===== src/rtl/smips_multicycle.sv =====
// Multi-cycle MIPS-subset core: one shared req/ready memory port, FSM-sequenced datapath,
// trap-to-HALT on illegal or misaligned instructions when TRAP_EN is set.
module smips_multicycle #(
  parameter int          ADDR_W   = 32,
  parameter logic [31:0] RESET_PC = 32'h0000_0000,
  parameter bit          TRAP_EN  = 1'b1
) (
  input  logic              clk,
  input  logic              rst_n,
  output logic              mem_req,
  output logic              mem_we,
  output logic [ADDR_W-1:0] mem_addr,
  output logic [31:0]       mem_wdata,
  input  logic [31:0]       mem_rdata,
  input  logic              mem_ready,
  output logic              retire,
  output logic [31:0]       pc_out,
  output logic              halted
);
  typedef enum logic [2:0] {S_FETCH, S_DECODE, S_EXEC, S_MEM, S_WB, S_HALT} state_t;

  state_t state_q, state_d;
  logic [31:0] pc_q, pc_d, npc_q, npc_d, ir_q, ir_d;
  logic [31:0] a_q, a_d, b_q, b_d, imm_q, imm_d, alu_q, alu_d, mdr_q, mdr_d;
  logic [31:0] maddr_q, maddr_d, wdata_q, wdata_d;
  logic [31:0][31:0] rf_q, rf_d;
  logic req_q, req_d, we_q, we_d, halt_q, halt_d;

  logic [5:0] op, funct;
  logic [4:0] rs, rt, rd, wb_reg;
  logic is_r, is_addi, is_lw, is_sw, is_beq, is_j, legal;
  logic [31:0] r_res, eaddr, wb_data;

  assign op     = ir_q[31:26];
  assign funct  = ir_q[5:0];
  assign rs     = ir_q[25:21];
  assign rt     = ir_q[20:16];
  assign rd     = ir_q[15:11];

  assign is_r    = (op == 6'h00) && (funct inside {6'h20, 6'h22, 6'h24, 6'h25, 6'h2A});
  assign is_addi = (op == 6'h08);
  assign is_lw   = (op == 6'h23);
  assign is_sw   = (op == 6'h2B);
  assign is_beq  = (op == 6'h04);
  assign is_j    = (op == 6'h02);
  assign legal   = is_r | is_addi | is_lw | is_sw | is_beq | is_j;

  assign eaddr   = a_q + imm_q;
  assign wb_reg  = is_r ? rd : rt;
  assign wb_data = is_lw ? mdr_q : alu_q;

  always_comb begin
    r_res = 32'h0;
    unique case (funct)
      6'h20:   r_res = a_q + b_q;
      6'h22:   r_res = a_q - b_q;
      6'h24:   r_res = a_q & b_q;
      6'h25:   r_res = a_q | b_q;
      default: r_res = {31'h0, $signed(a_q) < $signed(b_q)};
    endcase
  end

  always_comb begin
    state_d = state_q;
    pc_d    = pc_q;
    npc_d   = npc_q;
    ir_d    = ir_q;
    a_d     = a_q;
    b_d     = b_q;
    imm_d   = imm_q;
    alu_d   = alu_q;
    mdr_d   = mdr_q;
    rf_d    = rf_q;
    retire  = 1'b0;
    unique case (state_q)
      S_FETCH: if (req_q && mem_ready) begin
        ir_d    = mem_rdata;
        npc_d   = pc_q + 32'd4;
        state_d = S_DECODE;
      end
      S_DECODE: begin
        a_d     = rf_q[rs];
        b_d     = rf_q[rt];
        imm_d   = {{16{ir_q[15]}}, ir_q[15:0]};
        state_d = (!legal && TRAP_EN) ? S_HALT : S_EXEC;
      end
      S_EXEC: begin
        // Without traps, illegal and misaligned instructions retire here as NOPs.
        if (!legal) begin
          pc_d = npc_q; retire = 1'b1; state_d = S_FETCH;
        end else if (is_r) begin
          alu_d = r_res; state_d = S_WB;
        end else if (is_addi) begin
          alu_d = eaddr; state_d = S_WB;
        end else if (is_lw || is_sw) begin
          alu_d = eaddr;
          if (eaddr[1:0] == 2'b00) state_d = S_MEM;
          else if (TRAP_EN)        state_d = S_HALT;
          else begin
            pc_d = npc_q; retire = 1'b1; state_d = S_FETCH;
          end
        end else if (is_beq) begin
          pc_d = (a_q == b_q) ? npc_q + {imm_q[29:0], 2'b00} : npc_q;
          retire = 1'b1; state_d = S_FETCH;
        end else begin
          pc_d = {npc_q[31:28], ir_q[25:0], 2'b00};
          retire = 1'b1; state_d = S_FETCH;
        end
      end
      S_MEM: if (req_q && mem_ready) begin
        if (is_sw) begin
          pc_d = npc_q; retire = 1'b1; state_d = S_FETCH;
        end else begin
          mdr_d = mem_rdata; state_d = S_WB;
        end
      end
      S_WB: begin
        if (wb_reg != 5'd0) rf_d[wb_reg] = wb_data;
        pc_d = npc_q; retire = 1'b1; state_d = S_FETCH;
      end
      default: ;
    endcase
    // Port outputs are registered from the next state, so the first fetch request
    // appears one cycle after reset is released.
    req_d   = (state_d == S_FETCH) || (state_d == S_MEM);
    we_d    = (state_d == S_MEM) && is_sw;
    halt_d  = (state_d == S_HALT);
    maddr_d = (state_d == S_MEM) ? alu_d : pc_d;
    wdata_d = (state_d == S_MEM) ? b_q : wdata_q;
  end

  always_ff @(posedge clk) begin
    if (!rst_n) begin
      state_q <= S_FETCH;
      pc_q    <= RESET_PC;
      npc_q   <= '0;
      ir_q    <= '0;
      a_q     <= '0;
      b_q     <= '0;
      imm_q   <= '0;
      alu_q   <= '0;
      mdr_q   <= '0;
      rf_q    <= '0;
      req_q   <= 1'b0;
      we_q    <= 1'b0;
      halt_q  <= 1'b0;
      maddr_q <= '0;
      wdata_q <= '0;
    end else begin
      state_q <= state_d;
      pc_q    <= pc_d;
      npc_q   <= npc_d;
      ir_q    <= ir_d;
      a_q     <= a_d;
      b_q     <= b_d;
      imm_q   <= imm_d;
      alu_q   <= alu_d;
      mdr_q   <= mdr_d;
      rf_q    <= rf_d;
      req_q   <= req_d;
      we_q    <= we_d;
      halt_q  <= halt_d;
      maddr_q <= maddr_d;
      wdata_q <= wdata_d;
    end
  end

  assign mem_req   = req_q;
  assign mem_we    = we_q;
  assign mem_addr  = maddr_q[ADDR_W-1:0];
  assign mem_wdata = wdata_q;
  assign pc_out    = pc_q;
  assign halted    = halt_q;
endmodule


===== config.mk =====
export PLATFORM = sky130hd
export DESIGN_NAME = smips_multicycle
export DESIGN_NICKNAME = d
export VERILOG_FILES = /design/src/rtl/smips_multicycle.sv
export SDC_FILE = /design/constraint.sdc
export NUM_CORES = 2
export LEC_CHECK = 0
export CORE_MARGIN = 3
export CORE_UTILIZATION = 45
export DETAILED_ROUTE_END_ITERATION = 12
export HOLD_SLACK_MARGIN = 0.05
export PLACE_DENSITY = 0.61
export SYNTH_ARGS = -nofsm -noshare
export SYNTH_HDL_FRONTEND = slang
export SYNTH_SLANG_ARGS = --single-unit

===== constraint.sdc =====
create_clock -name clk -period 7.04 [get_ports clk]
set_input_delay 0.704 -clock clk [delete_from_list [all_inputs] [get_ports clk]]
set_output_delay 0.704 -clock clk [all_outputs]
set_load 0.1 [all_outputs]

After elaboration in Yosys (flattened, before gate mapping)

Cells that the tools add are included.

Mux-type cells: 42
$add $sub $neg: 5
Eq/ne operators: 17
Bitwise logic cells: 8
Reduce and logical (&&, ||, !) cells: 15
Magnitude comparators: 5

Operator list:

| cell                                                                  | count |
|---|---|
| 1024-bit bitwise mux                                                  | 1 |
| 32-bit 2-to-1 mux                                                     | 18 |
| 32-bit binary-select mux with 5-bit select                            | 2 |
| 32-bit demux with 5-bit select                                        | 1 |
| 32-bit case mux with 4 select lines                                   | 1 |
| 32-bit adder                                                          | 3 |
| 32-bit case mux with 3 select lines                                   | 1 |
| 6-bit equality test, second input constant                            | 7 |
| 32-bit by 3-bit adder with 32-bit output, second input constant       | 1 |
| 32-bit bitwise AND                                                    | 1 |
| 32-bit equality test                                                  | 1 |
| 32-bit < comparator                                                   | 1 |
| 32-bit OR                                                             | 1 |
| 32-bit subtractor                                                     | 1 |
| 3-bit 2-to-1 mux                                                      | 9 |
| 5-bit by 6-bit < comparator with 1-bit output, second input constant  | 3 |
| 3-bit case mux with 5 select lines                                    | 1 |
| 5-bit nonzero test                                                    | 2 |
| 3-bit by 2-bit equality test with 1-bit output, second input constant | 3 |
| 3-bit equality test, second input constant                            | 2 |
| 6-bit by 2-bit equality test with 1-bit output, second input constant | 1 |
| 6-bit by 3-bit equality test with 1-bit output, second input constant | 1 |
| 6-bit by 4-bit equality test with 1-bit output, second input constant | 1 |
| 3-bit logical NOT                                                     | 2 |
| 13 further kinds                                                      | 27 |

Input port bits: 35
Word-level logic and storage cells: 138
Output and inout bits: 100
Register bits after elaboration: 1,334

Depth between registers and ports, before layout

Depth after elaboration: 12
Depth in mapped cells: 16
Gate-level depth less buffers: 14

Worst setup path before layout

No wires, ideal clock.

Path type: register to register
Start: register imm_q[15] (netlist name)
End: register maddr_q[30] (netlist: mem_addr[30])
Arrival: 3.429 ns
Clock period less this slack: 3.562 ns
Library setup time: 0.132 ns
Path buffers: 1
Path slack: 3.478 ns
Stages on the path, launching flop included: 14
Data required time: 6.908 ns
Cell sequence: dfxtp_1 > ha_1 > clkbuf_1 > a21oi_1 > o21ai_0 > a221o_1 > a21o_1 > a221oi_1 > nand4b_1 > o21ai_0 > mux2i_1 > a21oi_1 > a311oi_1 > o22ai_1

Longest elaborated chain between the ends: 9
Elaborated cells on any way between the ends: 15
Those cells by class: add/sub: 2; mux: 13

RTL lines:

| item                                | line | text |
|---|---|---|
| 32-bit adder                        | 103  | `pc_d = (a_q == b_q) ? npc_q + {imm_q[29:0], 2'b00} : npc_q;` |
| 32-bit 2-to-1 mux                   | 103  |  |
| 32-bit 2-to-1 mux                   | 102  | `end else if (is_beq) begin` |
| 32-bit 2-to-1 mux                   | 95   | `end else if (is_lw \|\| is_sw) begin` |
| 32-bit 2-to-1 mux                   | 93   | `end else if (is_addi) begin` |
| 32-bit 2-to-1 mux                   | 91   | `end else if (is_r) begin` |
| 32-bit 2-to-1 mux                   | 89   | `if (!legal) begin` |
| 32-bit case mux with 3 select lines | 75   | `unique case (state_q)` |
| 32-bit 2-to-1 mux *                 | 128  | `maddr_d = (state_d == S_MEM) ? alu_d : pc_d;` |
| to (signal assigned)                | 163  | `maddr_q <= maddr_d;` |
| to (decl)                           | 25   | `logic [31:0] maddr_q, maddr_d, wdata_q, wdata_d;` |

Every way passes the cells marked *; elsewhere a longest branch is shown, timed or not.
A chain may end at the register's enable or synchronous reset.

Worst setup path in the final report

Start: register ir_q[1]
End: register maddr_q[18] (netlist: mem_addr[18])

Longest elaborated chain between the ends: 12
Elaborated cells on any way between the ends: 25
Those cells by class: eq/ne: 6; mux: 12; bitwise: 5; reduce/logical: 2

RTL lines:

| item                                           | line   | text |
|---|---|---|
| from (decl)                                    | 23     | `logic [31:0] pc_q, pc_d, npc_q, npc_d, ir_q, ir_d;` |
| from (signal assigned)                         | 153    | `ir_q <= ir_d;` |
| 6-bit equality test (on tied branches)         | 40, 54 |  |
| 5-bit nonzero test                             | 40     | `assign is_r = (op == 6'h00) && (funct inside {6'h20, 6'h22, 6'h24, 6'h25, 6'h2A});` |
| 1-bit logical AND                              | 40     |  |
| 1-bit OR (5 in a row)                          | 46     | `assign legal = is_r \| is_addi \| is_lw \| is_sw \| is_beq \| is_j;` |
| 3-bit 2-to-1 mux (on tied branches)            | 89, 85 |  |
| 3-bit case mux with 5 select lines             | 75     |  |
| 3-bit by 2-bit equality test with 1-bit output | 128    |  |
| 32-bit 2-to-1 mux *                            | 128    |  |

Marks and branches as above.

==> results.ini <==
[route]
wl_per_cell_um=27.6
vias=56900
ant_nets=0
dr.pass1.iters=6
route.detailed.drc=0
wl_mm=245
drt_first_iter_violations=6552
via_per_inst=6.39

[floorplanning]
rows=144
start_util_pct=45.3
die_w_um=400
dieArea_um2=160000
chipHeight_um=400
io_pins=135
core_area_um2=154000

[clock_network]
cts_tree=built
cts_buffer_depth=3
hold_buffers=0
clock_latency_ns=0.80
htree_levels=4
clock-sinks=1334
cts-root-buf=clkbuf_16
numCtsBuffers=145
cts_resized=0
cts_setup_buffers=0
clkTransAtPathRegs_ns=0.07

[finish]
layout-drive-gt1-share_pct=16.5
nFillCells=14100
fin_cells=8908
nets=6951
final_cell_mix=dfxtp_1 (1322), nor2_1 (1298), a211oi_1 (1101), mux4_2 (640), nand2_1 (395)
num_antenna_cells=0
multiInputGateArea_um2=40300
area_growth_pct=10.6
seqCellArea_um2=26700
final_common_cell=dfxtp_1

[sta]
relSlewSlack_pct=14.7
finalSetupViolCount=0
worst_pin_slew_ns=1.28
slew_viol_final=0
rsz0062_at_grt=false
hold_viol=0
period_share_pct=71.8
max_clock_freq_ghz=0.198
finalSetupTns_ns=0
fin_crit_ns=5.05
fin_skew_ns=0.0244

[synthesis]
synth_top_cell_by_area=dfxtp_1
synth_ff_type=dfxtp_1
synth_fp_nets=7251
netlist.area_leader.share_pct=38.2
synth_cell_types=86
synth.area.top_cells=dfxtp_1 (38%), mux4_2 (21%), a211oi_1 (12%)
synth_edf_count=0
synth_area_um2=69900
synth_seq_cells=1334
syn_area_per_cell_um2=9.91
synthCells=7054
synthArstFlopShare_pct=0
ys_seq_area_share_pct=38.2
yosysWarnings=0

[power_and_ir_drop]
powerDensity_nw_per_um2=271
max-vdd-ir-drop_v=0.000230
p_leak_uw=0.0237

[worst_setup_path]
r2r_slack_ns=1.99
r2r_end=mem_addr[18]
r2r-start=ir_q[1]
reg2reg_depth=12
crit_slowest_cell=and3_1
criticalPathCategory=register to register
cp_slowest_stage_delay_ns=0.69
crit_arrival_ns=5.78
startpoint_type=register
cp_cell_sequence=buf_4 -> mux2_2 -> a211oi_2 -> and3_1 -> nor2_1 -> buf_4 -> nand2_1 -> nand2_1 -> nor2_1 -> o211ai_1 -> a31oi_1 -> mux2_2
crit_required_ns=7.77
endpoint_kind=register
crit_path_max_fanout=51

[worst_hold_path]
whs_path_depth=2
hold_path_class=input port to register
hold_path.startpoint=rst_n
whs_endpoint=pc_out[26]

[placement]
place.gp.congestion=0.980
dp_cells=8651
dp_hpwl_mm=159
portBuffers=134

[global_routing]
grt_pass1_wl_mm=364
antenna_found_initial=5
overflow=0
grt_usage_pct=30.3
grt_max_degree=201
grt_pass1_vias=53800

[flow_run]
cap_violations=0

[status]
status=finished, final reports clean

==> final cells by class <==
type,count,share of cell area (%)
Clock buffer,202,5.34
Clock inverter,55,0.747
Inverter,117,0.577
Multi-Input combinational cell,4884,52.1
Sequential cell,1334,34.6
Tap cell,2044,3.31
Timing Repair Buffer,272,3.39
==> power by group <==
group | leakage, uW | internal (uW) | switching, uW
clock | 0.00233 | 4290 | 3330
combinational | 0.0107 | 1690 | 3290
sequential | 0.0108 | 7800 | 539
==> logic make-up (layout without fill, tap and decap cells) <==
logic type,after synthesis,after routing,share of synthesized area [%]
DFF,1334,1334,38.2
buffers and inverters,836,646,4.75
AOI/OAI and AO/OA,1852,1852,18.5
adders and majority gates,162,162,2.94
muxes,753,753,22.3
xor gates and xnor gates,104,104,1.30
and+or+nand+nor,2013,2013,12.0
==> synth_stat cells (58+ instances only) <==
| cell type | count |
|---|---|
| a211oi_1 | 1101 |
| a21oi_1 | 330 |
| buf_1 | 58 |
| buf_2 | 109 |
| clkbuf_1 | 543 |
| dfxtp_1 | 1334 |
| ha_1 | 158 |
| inv_1 | 116 |
| mux2i_1 | 105 |
| mux4_2 | 640 |
| nand2_1 | 396 |
| nor2_1 | 1301 |
| o21ai_0 | 108 |
==> worst max-delay path by stage <==
stage	startpoint	endpoint	slack, ns	cells past startpoint
6_report	ir_q[1]	mem_addr[18]	1.99	12
5_1_grt	ir_q[1]	retire	1.84	8
4_1_cts	ir_q[1]	retire	2.01	7
3_5_place_dp	ir_q[1]	mem_addr[18]	2.25	12
3_3_place_gp	ir_q[1]	mem_addr[18]	2.24	12
2_1_floorplan	imm_q[15]	mem_addr[30]	3.48	13
==> routing by layer <==
layer / wire length, um / track usage, % / vias up
met4: 11500 / 13.2 / 2
met2: 113000 / 47.9 / 2487
met5: 13 / 0 / -
li1: - / - / 25800
met1: 100000 / 40.6 / 28100
met3: 20500 / 5.56 / 516
==> sequential cells by signal, indices dropped and copies added, names as in the netlist <==
register	cells
mem_addr	32
mdr_q	32
state_q	3
rf_q	1024
npc_q	32
ir_q	32
mem_we	1
mem_req	1
pc_out	32
b_q	32
a_q	32
halted	1
alu_q	32
mem_wdata	32
imm_q	16
==> metrics by stage <==
| stage | util, % | hold slack [ns] | worst slack [ns] | cell area (um^2) | total power, uW |
|---|---|---|---|---|---|
| finish | 50.2 | 0.420 | 1.99 | 77400 | 20900 |
| global route | 50.2 | 0.391 | 1.84 | 77400 | 21700 |
| CTS | 50.2 | 0.351 | 2.01 | 77400 | 21000 |
| detailed placement | 47.1 | 0.446 | 2.25 | 72600 | 13400 |
| global placement | 47.1 | 0.445 | 2.24 | 72600 | 13400 |
| floorplan | - | 0.436 | 3.48 | 69900 | 11800 |
==> critical path, delay by kind of cell (launching register included) <==
| family | cells | cell delay (ns) |
|---|---|---|
| and+or+nand+nor | 5 | 2.28 |
| AOI/OAI and AO/OA | 3 | 1.14 |
| muxes | 2 | 0.67 |
| buffers and inverters | 2 | 0.56 |
| DFF | 1 | 0.31 |
Power figures use the tool's default switching activity.
